==> src/rtl/muldiv_pkg.sv <==
// rtl/muldiv_pkg.sv - shared op encodings, FSM states and sizing for the iterative mul/div unit
package muldiv_pkg;

  typedef enum logic [2:0] {
    OP_MUL    = 3'b000,
    OP_MULH   = 3'b001,
    OP_MULHSU = 3'b010,
    OP_MULHU  = 3'b011,
    OP_DIV    = 3'b100,
    OP_DIVU   = 3'b101,
    OP_REM    = 3'b110,
    OP_REMU   = 3'b111
  } op_e;

  typedef enum logic [1:0] {
    S_IDLE,
    S_CALC,
    S_DONE
  } state_e;

  localparam logic [5:0] LAST_STEP = 6'd31;

  function automatic logic is_div_op(input logic [2:0] op);
    return op[2];
  endfunction

endpackage

==> src/rtl/muldiv_iter_core.sv <==
// rtl/muldiv_iter_core.sv - 64-bit accumulator/remainder shift datapath, one step per cycle
module muldiv_iter_core #(
  parameter int XLEN = 32
) (
  input  logic              clk,
  input  logic              rst,
  input  logic              load,
  input  logic              step,
  input  logic              is_div,
  input  logic [XLEN-1:0]   opa,
  input  logic [XLEN-1:0]   opb,
  output logic [2*XLEN-1:0] acc
);

  logic [XLEN-1:0] opb_q;
  logic            div_q;
  logic [XLEN:0]   mul_sum;
  logic [XLEN:0]   rtmp;
  logic [XLEN-1:0] sub;
  logic            fits;

  // Multiply: upper half accumulates, lower half holds the shrinking multiplier.
  // Divide: upper half is the partial remainder, lower half shifts dividend out and quotient in.
  assign mul_sum = {1'b0, acc[2*XLEN-1:XLEN]} + (acc[0] ? {1'b0, opb_q} : '0);
  assign rtmp    = {acc[2*XLEN-1:XLEN], acc[XLEN-1]};
  assign fits    = (rtmp >= {1'b0, opb_q});
  assign sub     = rtmp[XLEN-1:0] - opb_q;

  always_ff @(posedge clk or negedge rst) begin
    if (!rst) begin
      acc   <= '0;
      opb_q <= '0;
      div_q <= 1'b0;
    end else if (load) begin
      acc   <= {{XLEN{1'b0}}, opa};
      opb_q <= opb;
      div_q <= is_div;
    end else if (step) begin
      if (div_q) begin
        if (fits)
          acc <= {sub, acc[XLEN-2:0], 1'b1};
        else
          acc <= {rtmp[XLEN-1:0], acc[XLEN-2:0], 1'b0};
      end else begin
        acc <= {mul_sum, acc[XLEN-1:1]};
      end
    end
  end

endmodule

==> src/rtl/muldiv_unit.sv <==
// rtl/muldiv_unit.sv - RV32M iterative multiply/divide unit: FSM, sign handling and writeback handshake
module muldiv_unit
  import muldiv_pkg::*;
#(
  parameter int XLEN = 32
) (
  input  logic            clk,
  input  logic            rst,
  input  logic            start,
  input  logic [2:0]      op,
  input  logic [XLEN-1:0] rs1_data,
  input  logic [XLEN-1:0] rs2_data,
  input  logic [4:0]      rd_in,
  input  logic            kill,
  output logic            busy,
  output logic            done,
  output logic [XLEN-1:0] result,
  output logic [4:0]      rd_out,
  output logic            reg_write
);

  localparam logic [XLEN-1:0] MIN_INT = {1'b1, {(XLEN-1){1'b0}}};

  state_e          state;
  logic [5:0]      count;
  op_e             op_in;
  op_e             op_q;
  logic            neg_q;
  logic            fast_q;
  logic [XLEN-1:0] fast_val_q;

  logic            a_signed, b_signed, neg_a, neg_b;
  logic            div_zero, div_ovf, fast, neg_res, accept;
  logic [XLEN-1:0] mag_a, mag_b, fast_val;
  logic [2*XLEN-1:0] acc, prod;
  logic [XLEN-1:0] quo, rem, fixed;

  assign op_in  = op_e'(op);
  assign accept = (state == S_IDLE) && start && !kill;

  always_comb begin
    a_signed = (op_in == OP_MULH) || (op_in == OP_MULHSU) || (op_in == OP_DIV) || (op_in == OP_REM);
    b_signed = (op_in == OP_MULH) || (op_in == OP_DIV) || (op_in == OP_REM);
    neg_a    = a_signed && rs1_data[XLEN-1];
    neg_b    = b_signed && rs2_data[XLEN-1];
    mag_a    = neg_a ? -rs1_data : rs1_data;
    mag_b    = neg_b ? -rs2_data : rs2_data;
    neg_res  = (op_in == OP_REM) ? neg_a : (neg_a ^ neg_b);
    div_zero = is_div_op(op) && (rs2_data == '0);
    div_ovf  = ((op_in == OP_DIV) || (op_in == OP_REM)) &&
               (rs1_data == MIN_INT) && (rs2_data == '1);
    fast     = div_zero || div_ovf;
    fast_val = '0;
    if (div_zero)
      fast_val = op[1] ? rs1_data : '1;
    else if (div_ovf)
      fast_val = op[1] ? '0 : MIN_INT;
  end

  muldiv_iter_core #(.XLEN(XLEN)) u_core (
    .clk    (clk),
    .rst    (rst),
    .load   (accept),
    .step   (state == S_CALC),
    .is_div (is_div_op(op)),
    .opa    (mag_a),
    .opb    (mag_b),
    .acc    (acc)
  );

  always_comb begin
    prod = neg_q ? -acc : acc;
    quo  = acc[XLEN-1:0];
    rem  = acc[2*XLEN-1:XLEN];
    case (op_q)
      OP_MUL:                       fixed = prod[XLEN-1:0];
      OP_MULH, OP_MULHSU, OP_MULHU: fixed = prod[2*XLEN-1:XLEN];
      OP_DIV, OP_DIVU:              fixed = neg_q ? -quo : quo;
      default:                      fixed = neg_q ? -rem : rem;
    endcase
    if (fast_q)
      fixed = fast_val_q;
  end

  // DONE spends one cycle on the sign fix-up and one cycle presenting the done pulse.
  always_ff @(posedge clk or negedge rst) begin
    if (!rst) begin
      state      <= S_IDLE;
      count      <= '0;
      op_q       <= OP_MUL;
      neg_q      <= 1'b0;
      fast_q     <= 1'b0;
      fast_val_q <= '0;
      done       <= 1'b0;
      result     <= '0;
      rd_out     <= '0;
    end else begin
      case (state)
        S_IDLE: begin
          done <= 1'b0;
          if (accept) begin
            op_q       <= op_in;
            neg_q      <= neg_res;
            fast_q     <= fast;
            fast_val_q <= fast_val;
            rd_out     <= rd_in;
            count      <= '0;
            state      <= fast ? S_DONE : S_CALC;
          end
        end
        S_CALC: begin
          if (kill) begin
            state <= S_IDLE;
          end else begin
            count <= count + 6'd1;
            if (count == LAST_STEP)
              state <= S_DONE;
          end
        end
        S_DONE: begin
          if (kill) begin
            done  <= 1'b0;
            state <= S_IDLE;
          end else if (!done) begin
            result <= fixed;
            done   <= 1'b1;
          end else begin
            done  <= 1'b0;
            state <= S_IDLE;
          end
        end
        default: state <= S_IDLE;
      endcase
    end
  end

  assign busy      = (state != S_IDLE);
  assign reg_write = done && (rd_out != 5'd0);

endmodule

==> config.mk <==
export PLATFORM = sky130hd
export DESIGN_NAME = muldiv_unit
export DESIGN_NICKNAME = d
export VERILOG_FILES = /design/src/rtl/muldiv_pkg.sv /design/src/rtl/muldiv_iter_core.sv /design/src/rtl/muldiv_unit.sv
export SDC_FILE = /design/constraint.sdc
export NUM_CORES = 1
export LEC_CHECK = 0
export CAP_MARGIN = 25
export CORE_UTILIZATION = 61
export DETAILED_ROUTE_END_ITERATION = 16
export GPL_TIMING_DRIVEN = 0
export PLACE_DENSITY = 0.83
export SYNTH_ARGS = -nofsm -noshare
export SYNTH_HDL_FRONTEND = slang
export SYNTH_SLANG_ARGS = --single-unit
==> constraint.sdc <==
create_clock -name clk -period 4.6 [get_ports clk]
set_input_delay 0.69 -clock clk [delete_from_list [all_inputs] [get_ports clk]]
set_output_delay 0.69 -clock clk [all_outputs]
set_load 0.005 [all_outputs]
# Word level (Yosys, flattened, before mapping)
# Index checks and enable logic that the tools add are counted.
[word_totals] register_bits=180 inputBits=76 out_inout_bits=40
[classes] n_reduce_logical=30 n_addsub=8 eq_ne=18 magnitude_cmp=1 n_mux=30 bitwise_logic=3
[ops] cell="32-bit two-way mux" count=10
[ops] cell="64-bit two-way mux" count=5
[ops] cell="32-bit negator" count=4
[ops] cell="32-bit case mux with 3 select lines" count=1
[ops] cell="32-bit == test (second input constant)" count=2
[ops] cell="64-bit negator" count=1
[ops] cell="32-bit by 33-bit adder with 33-bit output" count=1
[ops] cell="33-bit by 32-bit >= comparator with 1-bit output" count=1
[ops] cell="32-bit logical NOT" count=1
[ops] cell="32-bit subtractor" count=1
[ops] cell="3-bit == test (second input constant)" count=4
[ops] cell="2-bit two-way mux" count=6
[ops] cell="6-bit two-way mux" count=2
[ops] cell="6-bit case mux with 2 select lines" count=1
[ops] cell="3-bit by 2-bit == test with 1-bit output (second input constant)" count=3
[ops] cell="3-bit AND reduction" count=3
[ops] cell="1-bit logical AND" count=8
[ops] cell="2-bit nonzero test" count=4
[ops] cell="1-bit logical OR" count=7
[ops] cell="6-bit by 1-bit adder with 6-bit output (second input constant)" count=1
[ops] cell="3-bit by 1-bit == test with 1-bit output (second input constant)" count=2
[ops] cell="6-bit by 5-bit == test with 1-bit output (second input constant)" count=1
[ops] cell="3-bit inequality test (second input constant)" count=2
[ops] cell="2-bit case mux with 3 select lines" count=1
[ops] cell="14 further kinds" count=18

# Depth between registers and ports, before layout
# Gate-level depths: netlist (run 1).
[logic_depth] ltp_word=8 mapped_depth=14

# By module
# Synthesis (run 1) repeated with hierarchy kept, for this count alone.
[unflattened] hier_cells=2117 hier_area_um2=16455.8
[modules_own_cells] module="muldiv_iter_core" area_per_inst_um2=8562.0 cells_each=1085 instances=1
[modules_own_cells] module="muldiv_unit" area_per_inst_um2=7893.8 cells_each=1032 instances=1

# Worst setup path after synthesis (run 1)
# No wires, ideal clock.
[synth_path] path_kind="flip-flop to flip-flop" from="register u_core.acc[0]" to="register result[22]" arrival_time_ns=3.185 setup_ns=0.140 stages_incl_launch_ff=13 path_slack_ns=1.275 n_path_buf=1 required_ns=4.460 synth_period_minus_slack_ns=3.325 cell_sequence="dfrtp_1 > inv_1 > clkbuf_1 > ha_1 > or3b_1 > nor4_1 > nand2_1 > or3_1 > or2_1 > o41ai_1 > xor2_1 > o32a_1 > a31oi_1"
[synth_between] elab_chain_cells=4 word_cells_on_any_way=6
[synth_rtl] element="from (decl)" line_no="muldiv_iter_core.sv:12" rtl="output logic [2*XLEN-1:0] acc"
[synth_rtl] element="from (signal assigned)" line_no="muldiv_iter_core.sv:35" rtl="acc <= {{XLEN{1'b0}}, opa};"
[synth_rtl] element="from (signal assigned)" line_no="muldiv_iter_core.sv:41" rtl="acc <= {sub, acc[XLEN-2:0], 1'b1};"
[synth_rtl] element="from (signal assigned)" line_no="muldiv_iter_core.sv:43" rtl="acc <= {rtmp[XLEN-1:0], acc[XLEN-2:0], 1'b0};"
[synth_rtl] element="64-bit negator or 32-bit negator (tied branches)" line_no="muldiv_unit.sv:72, muldiv_unit.sv:78"
[synth_rtl] element="64-bit two-way mux or 32-bit two-way mux (tied branches)" line_no="muldiv_unit.sv:72, muldiv_unit.sv:78"
[synth_rtl] element="32-bit case mux with 3 select lines (*)" line_no="muldiv_unit.sv:75" rtl="case (op_q)"
[synth_rtl] element="32-bit two-way mux (*)" line_no="muldiv_unit.sv:81" rtl="if (fast_q)"
[synth_rtl] element="to (signal assigned)" line_no="muldiv_unit.sv:125" rtl="result <= fixed;"
[synth_rtl] element="to (decl)" line_no="muldiv_unit.sv:17" rtl="output logic [XLEN-1:0] result,"
# Every way passes the cells marked *; elsewhere a longest branch is shown, timed or not.
# A chain may end at the register's enable or synchronous reset.

# Worst setup path after layout (run 1)
# Ends and elaborated chain as after synthesis.

==> results of run 1 <==
[flip-flops by register name, indices dropped and copies added, names as in the netlist, 2 cells and up]
register and cells:
rd_out 5, state 2, u_core.opb_q 32, result 32
count 6, u_core.acc 64, op_q 3, fast_val_q 32
[worst register-to-register path: stages, from the launching register on]
cell,delay (ns)
dfrtp_1,0.46
inv_1,0.27
clkbuf_1,0.48
ha_1,0.27
or3b_1,0.43
nor4_2,0.45
nand2_1,0.16
or3_1,0.44
or2_1,0.33
o41ai_1,0.33
xor2_1,0.39
o32a_1,0.23
a31oi_1,0.08
[area by class of cell]
| cell class | count | area (µm²) |
|---|---|---|
| multi-input cells | 1614 | 10060 |
| plain buffers | 128 | 490.5 |
| repair buffers | 114 | 1164 |
| clock inverters | 14 | 140.1 |
| well taps | 324 | 405.4 |
| clock buffers | 18 | 429.2 |
| flip-flops and latches | 180 | 4504 |
| inverters | 71 | 266.5 |
| diodes | 2 | 5.005 |
| fillers | 2015 | 7002 |
[metal layers]
| layer | global-route usage, % | wire length (µm) |
|---|---|---|
| met5 | 0 | 0 |
| met4 | 20.17 | 2640 |
| met3 | 15.11 | 8645 |
| met2 | 64.03 | 24000 |
| met1 | 62.80 | 23200 |
[stage by stage]
stage | hold WS, ns | power [µW]
floorplan | 0.3944 | 6792
global placement | 0.4558 | 8718
detailed placement | 0.4658 | 8857
CTS | 0.3418 | 10360
global route | 0.3782 | 11230
finish | 0.2998 | 10700
[report_power, final]
part           total, µW  internal (µW)  switching [µW]
Combinational       6390           2460            3930
Clock               1510            722             784
Sequential          2800           2060             736
[worst max-delay path by stage]
| stage | startpoint | end | slack [ns] | depth (start not counted) |
|---|---|---|---|---|
| 3_3_place_gp | rst | fast_val_q[22] | -4.60 | 1 |
| 4_1_cts | u_core.acc[0] | u_core.acc[60] | 0.15 | 13 |
| 3_5_place_dp | u_core.acc[0] | u_core.acc[60] | 0.18 | 13 |
| 2_1_floorplan | u_core.acc[0] | result[22] | 1.27 | 12 |
| 6_report | u_core.acc[0] | result[22] | 0.17 | 12 |
| 5_1_grt | u_core.acc[0] | result[22] | 0.03 | 12 |
[logic make-up after synthesis]
kind of cell / Yosys count / share of synthesized area [%]
muxes: 56 / 3.703
adders and majority gates: 72 / 5.983
and+or+nand+nor: 644 / 19.92
DFF: 180 / 29.43
xor gates and xnor gates: 167 / 9.555
buffers and inverters: 199 / 4.945
AOI/OAI and AO/OA: 675 / 26.47
[placed cells by master, fill, tap and decap left out, drive strengths merged, types with 51 or more instances in the layout]
master         synthesis  final
clkdlybuf4s50          0    112
nor2                 129    129
inv                   71     77
ha                    70     70
mux2i                 51     51
o21ai                262    262
dfrtp                180    180
xor2                  75     75
clkbuf               115    133
nand2                266    266
a21oi                161    161
xnor2                 92     92
[repair_timing]
item / 4_1_cts / 5_1_grt
endpoints found under the setup margin: 0 / 6
hold buffers: 0 / 0
resized for setup: 0 / 4
==> metrics.md, run 1 <==
| Metric | Value |
|---|---|
| CTS H-Tree Depth | `4` |
| Fin util | `71.38%` |
| First-pass GRT wire length | `89780 µm` |
| Largest net degree at the start of global routing | `104` |
| Tmin final | `4.430 ns` |
| Fmax | `0.2257 GHz` |
| Via count | `17.01k` |
| Setup CP Type | `reg -> reg` |
| Async S/R FF share, synth | `100.0%` |
| Max clock buf depth | `2` |
| Worst Skew | `0.03358 ns` |
| Setup TNS | `0 ns` |
| Max-Cap Viols | `0` |
| Post CTS Setup Buffer Count | `0` |
| Post-synth top cells | `265 x nand2_1, 257 x o21ai_0, 180 x dfrtp_1` |
| Flop-to-flop setup slack | `0.17 ns` |
| Clk sinks | `180` |
| WP data arrival | `4.75 ns` |
| Via density | `6.900` |
| Horiz. Die Dim | `160.4 µm` |
| Area of placed instances | `16880 µm²` |
| Non-Filler Instances | `2465` |
| # placed instances | `2431` |
| Critical Path Source Type | `register` |
| Final hold vios | `0` |
| DRT iter0 DRCs | `2288` |
| Total Nets Final | `2274` |
| Worst vdd ir | `280.4 µV` |
| Top_reg_cell synth | `dfrtp_1` |
| Total track usage | `45.36%` |
| Layout area overhead | `14.07%` |
| Syn_area_per_cell | `7.680 µm²` |
| Root Driver | `clkbuf_16` |
| Final non-filler cell area | `17460 µm²` |
| Clk slew on worst S/H paths | `0.10 ns` |
| Rel. slew slack | `26.27%` |
| P_leak | `0.007128 µW` |
| DR WL/cell | `23.72 µm` |
| Setup-failing EPs final | `0` |
| Initial Util | `62.57%` |
| Post-DP HPWL | `44880 µm` |
| Status | `finished clean` |
| Buf/Inv on CP | `2` |
| Syn Std Cell Area | `15310 µm²` |
| Io pins | `116` |
| Seq/Total Area, Yosys | `29.43%` |
| Worst-Margin Slew | `1.104 ns` |
| Critical R2R Launch | `u_core.acc[0]` |
| Antenna Nets Post-Route | `0` |
| Ys Warns | `0` |
| Post-Synthesis Cells | `1993` |
| Residual DRC | `0` |
| GRT overflow | `0` |
| Post-Syn Nets | `2141` |
| Min-Delay Path Class | `in -> async` |
| Vias in the first global route | `15.89k` |
| Clk_lat worst skew | `0.47 ns` |
| Crit path max-delay cell type | `clkbuf_1` |
| Die height | `160.4 µm` |
| Register bit total from synthesis | `180` |
| Unique masters post-synth | `80` |
| R2R depth | `12` |
| Initial antenna violation count | `2` |
| Final Cycle Share | `96.31%` |
| Critical-path cell list | `inv_1 > clkbuf_1 > ha_1 > or3b_1 > nor4_2 > nand2_1 > or3_1 > or2_1 > o41ai_1 > xor2_1 > o32a_1 > a31oi_1` |
| Area share of the largest cell type after synthesis | `29.43%` |
| RSZ-0062 raised after global routing | `no` |
| Core Footprint | `24460 µm²` |
| Routed wire length | `58480 µm` |
| Final worst-path setup slack | `0.1698 ns` |
| Number of I/O port buffers | `113` |
| Worst path max stage delay | `0.48 ns` |
| Max-slew violation count | `0` |
| Synth area leader | `dfrtp_1` |
| CP Capture Type | `register` |
| Most common cell in the netlist | `nand2_1` |
| Top post-synthesis cells by area | `dfrtp_1 29%, o21ai_0 8.4%, nand2_1 6.5%` |
| Crit Path Max Fanout | `10` |
| Share of post-route cells with drive strength above 1 | `2.805%` |
| Site row count | `57` |
| EDFF count, synth | `0` |
| Req. time, crit path | `4.92 ns` |
| CTS tree | `built` |
| DP Worst Slack | `0.1834 ns` |
| Reg-to-Reg End | `result[22]` |
| Die area | `25730 µm²` |
| CTS buffer count | `17` |
| Drt pass-1 iters | `6` |
| Power Dens Cells | `612.6 nW/µm²` |
| Gpl congestion | `1.049` |
| Crit path max-delay family | `simple AND/OR/NAND/NOR gates` |
Power figures use the tool's default switching activity.
==> inputs of run 2 (changes only) <==
- ABC_CLOCK_PERIOD_IN_PS: not set -> 4600
- CORE_ASPECT_RATIO: not set -> 2
- CTS_CLUSTER_DIAMETER: not set -> 50
==> run 2 against run 1 <==
Against the previous run: the flow now stops in global routing (5_1_grt); area after synthesis is the same; synthesized cell count is the same.
==> metrics.md, run 2 <==
| Metric | Value |
|---|---|
| Ys Warns | `0 (unchanged)` |
| Post-CTS Hold Buffers | `0 (unchanged)` |
| Post-DP HPWL | `50580 µm (was 44880 µm)` |
| Unique masters post-synth | `80 (unchanged)` |
| Status | `aborted with a tool error (was finished clean)` |
| Syn Std Cell Area | `15310 µm² (unchanged)` |
| EDFF count, synth | `0 (unchanged)` |
| Post-synth top cells | `265 x nand2_1, 257 x o21ai_0, 180 x dfrtp_1 (unchanged)` |
| Top_reg_cell synth | `dfrtp_1 (unchanged)` |
| Vias in the first global route | `17.95k` |
| Gpl congestion | `1.133 (was 1.049)` |
| First-pass GRT wire length | `109700 µm` |
| CTS H-Tree Depth | `4 (unchanged)` |
| Largest net degree at the start of global routing | `96` |
| Site row count | `81 (was 57)` |
| Post-Syn Nets | `2141 (unchanged)` |
| Failed at | `global routing (5_1_grt)` |
| Area share of the largest cell type after synthesis | `29.43% (unchanged)` |
| Root Driver | `clkbuf_16 (unchanged)` |
| Initial Util | `62.41% (was 62.57%)` |
| Register bit total from synthesis | `180 (unchanged)` |
| Top post-synthesis cells by area | `dfrtp_1 29%, o21ai_0 8.4%, nand2_1 6.5% (unchanged)` |
| Clk sinks | `180 (unchanged)` |
| GRT overflow | `6` |
| Area of placed instances | `16900 µm² (was 16880 µm²)` |
| Io pins | `116 (unchanged)` |
| CTS buffer count | `17 (unchanged)` |
| Die height | `226.0 µm (was 160.4 µm)` |
| Seq/Total Area, Yosys | `29.43% (unchanged)` |
| Synth area leader | `dfrtp_1 (unchanged)` |
| Most common cell in the netlist | `nand2_1 (unchanged)` |
| # placed instances | `2441 (was 2431)` |
| Number of I/O port buffers | `113 (unchanged)` |
| Horiz. Die Dim | `114.0 µm (was 160.4 µm)` |
| Total track usage | `57.58%` |
| Async S/R FF share, synth | `100.0% (unchanged)` |
| Post CTS Setup Buffer Count | `0 (unchanged)` |
| Err | `[ERROR GRT-0116] Global routing finished with congestion. Check the congestion regions in the DRC Viewer.` |
| Post-Synthesis Cells | `1993 (unchanged)` |
| Max clock buf depth | `2 (unchanged)` |
| Syn_area_per_cell | `7.680 µm² (unchanged)` |
==> run 2: metal layers <==
| layer | track usage (%) | GRT overflow |
|---|---|---|
| met2 | 85.69 | 3 |
| met3 | 27.89 | 0 |
| met1 | 55.88 | 0 |
| met4 | 59.66 | 3 |
| met5 | 0.4040 | 0 |
==> run 2: stage by stage <==
step | worst slack [ns] | setup TNS (ns)
global placement | -4.332 | -775.59
detailed placement | -0.05008 | -0.05008
CTS | 0.05558 | 0
floorplan | 1.275 | 0
==> run 2: kinds of logic after synthesis <==
kind of cell	count (synthesis)	synth area share [%]
compound gates	675	26.47
fa+ha+maj	72	5.983
xor+xnor	167	9.555
buf+inv	199	4.945
simple gates	644	19.92
flops	180	29.43
mux	56	3.703
==> run 2: what timing repair did <==
| item | in CTS |
|---|---|
| endpoints found under the hold margin | 0 |
| setup endpoints to repair | 3 |
| pin swaps | 0 |
| gates resized for setup | 2 |
==> inputs of run 3 (changes only) <==
- CORE_ASPECT_RATIO: 2 -> not set
- CORE_UTILIZATION: 61 -> 40
- CTS_CLUSTER_DIAMETER: 50 -> not set
- PLACE_DENSITY: 0.83 -> not set
- PLACE_DENSITY_LB_ADDON: not set -> 0.15
==> run 3 against run 2 <==
Against the previous run: the run now ends clean.
==> metrics.md, run 3 (same netlist as run 1, synthesis figures left out) <==
| Metric | Value |
|---|---|
| Status | `finished clean (was aborted with a tool error)` |
| Biggest register | `u_core.acc` |
| Final Cycle Share | `97.96%` |
| Most common cell after layout, fill and taps aside | `nand2_1` |
| Max-Cap Viols | `0` |
| Routed wire length | `62080 µm` |
| Most frequent cells in the layout | `265 x nand2_1, 256 x o21ai_0, 180 x dfrtp_1, 160 x a21oi_1, 129 x nor2_1` |
| Setup-failing EPs final | `0` |
| Worst vdd ir | `297.5 µV` |
| P_leak | `0.007144 µW` |
| Req. time, crit path | `4.91 ns` |
| Critical Path Source Type | `register` |
| Max clock buf depth | `2 (unchanged)` |
| Setup CP Type | `reg -> reg` |
| CTS H-Tree Depth | `4 (unchanged)` |
| CTS tree | `built` |
| DR WL/cell | `23.42 µm` |
| Share of post-route cells with drive strength above 1 | `2.897%` |
| Post-DP HPWL | `48780 µm (was 50580 µm)` |
| Critical-path cell list | `inv_1 > clkbuf_2 > ha_1 > or3b_1 > nor4_1 > nand2_1 > or3_1 > or2_1 > o41ai_1 > xor2_1 > o32a_1 > a31oi_1` |
| Crit path from | `u_core.acc[0]` |
| GRT overflow | `0` |
| Root Driver | `clkbuf_16 (unchanged)` |
| Power Dens Cells | `601.8 nW/µm²` |
| Final hold vios | `0` |
| Sw power | `5356 µW` |
| Ant diodes | `0` |
| Via density | `6.133` |
| Setup TNS | `0 ns` |
| Core Footprint | `37670 µm²` |
| Min-Delay Path Class | `in -> async` |
| Internal | `5292 µW` |
| CTS buffer count | `17 (unchanged)` |
| Worst-Margin Slew | `1.007 ns` |
| Number of I/O port buffers | `113 (unchanged)` |
| Area of placed instances | `17110 µm² (was 16900 µm²)` |
| Via count | `16.26k` |
| Site row count | `71 (was 81)` |
| Tmin final | `4.506 ns` |
| Hold Slack | `0.1964 ns` |
| Crit path max-delay cell type | `nor4_1` |
| Die height | `197.6 µm (was 226.0 µm)` |
| Initial Util | `40.64% (was 62.41%)` |
| Total Nets Final | `2275` |
| Net Sw Frac | `50.30%` |
| Gpl congestion | `0.9920 (was 1.133)` |
| Layout area overhead | `15.59%` |
| Post-CTS Hold Buffers | `0 (unchanged)` |
| Reg-to-Reg End | `result[22]` |
| # placed instances | `2618 (was 2441)` |
| Horiz. Die Dim | `197.6 µm (was 114.0 µm)` |
| Largest net degree at the start of global routing | `116` |
| Clk slew on worst S/H paths | `0.07 ns` |
| Flop-to-flop setup slack | `0.09 ns` |
| Sequential power share | `26.3%` |
| RSZ-0062 raised after global routing | `no` |
| Worst Skew | `0.01282 ns` |
| Post CTS Setup Buffer Count | `0 (unchanged)` |
| Clk sinks | `180 (unchanged)` |
| Total track usage | `32.18%` |
| Max-slew violation count | `0` |
| Fmax | `0.2219 GHz` |
| Clock share of power | `13.8%` |
| WP data arrival | `4.81 ns` |
| Residual DRC | `0` |
| Final non-filler cell area | `17690 µm²` |
| Die area | `39050 µm²` |
| First-pass GRT wire length | `94040 µm` |
| Io pins | `116 (unchanged)` |
| Worst path max stage delay | `0.62 ns` |
| Multi-input logic area | `10060 µm²` |
| Buf/Inv on CP | `2` |
| Critical R2R Launch | `u_core.acc[0]` |
| Antenna Nets Post-Route | `0` |
| R2R depth | `12` |
| Largest register FFs | `64` |
| DRT iter0 DRCs | `1686` |
| Crit Path Max Fanout | `10` |
| Drt pass-1 iters | `5` |
| CP Capture Type | `register` |
| Fillers | `3875` |
| Crit path max-delay family | `simple AND/OR/NAND/NOR gates` |
| Logic pwr share | `59.9%` |
| Non-Filler Instances | `2651` |
| Vias in the first global route | `15.21k` |
| Sequential cell area | `4504 µm²` |
| Clk_lat worst skew | `0.46 ns` |
| Fin util | `46.97%` |
| Rel. slew slack | `32.35%` |
| Initial antenna violation count | `1` |
[run 3: power by group through the flow]
stage	Sequential, µW	Combinational, µW	Clock (µW)
global route	2850	6980	1550
global placement	2780	6160	0
floorplan	2500	4290	0
CTS	2760	6230	1490
detailed placement	2790	6180	0
finish	2800	6380	1470
[run 3: repair_timing]
action	4_1_cts	5_1_grt
endpoints found under the setup margin	0	14
endpoints found under the hold margin	0	0
resized for setup	0	5
[run 3: how the worst max path moves through the flow]
stage | end | slack (ns) | cells past startpoint
after floorplan | result[22] | 1.27 | 12
after global routing | u_core.acc[60] | 0.0008 | 13
final | result[22] | 0.09 | 12
after global placement | u_core.opb_q[8] | -5.16 | 1
after detailed placement | fast_val_q[16] | 0.07 | 10
after CTS | result[22] | 0.06 | 12
[run 3: stage by stage]
step | power (µW) | setup slack (ns)
global placement | 8947 | -5.156
CTS | 10480 | 0.05592
global route | 11380 | 0.0007758
floorplan | 6792 | 1.275
detailed placement | 8975 | 0.07437
finish | 10650 | 0.09361
[run 3: metal layers]
layer	track usage [%]	vias up	share of wire, %
met2	47.18	736	42
met5	0	-	0
met1	48.06	7946	47
met3	4.729	99	8.4
met4	10.05	0	2.8
li1	-	7477	-
[run 3: cell type report]
cell class | count | area share, %
Clock buffer | 18 | 2.482
Inverter | 71 | 1.506
Buffer | 128 | 2.779
Timing Repair Buffer | 115 | 6.605
Multi-Input combinational cell | 1614 | 56.84
Sequential cell | 180 | 25.46
Tap cell | 511 | 3.614
Clock inverter | 14 | 0.7142
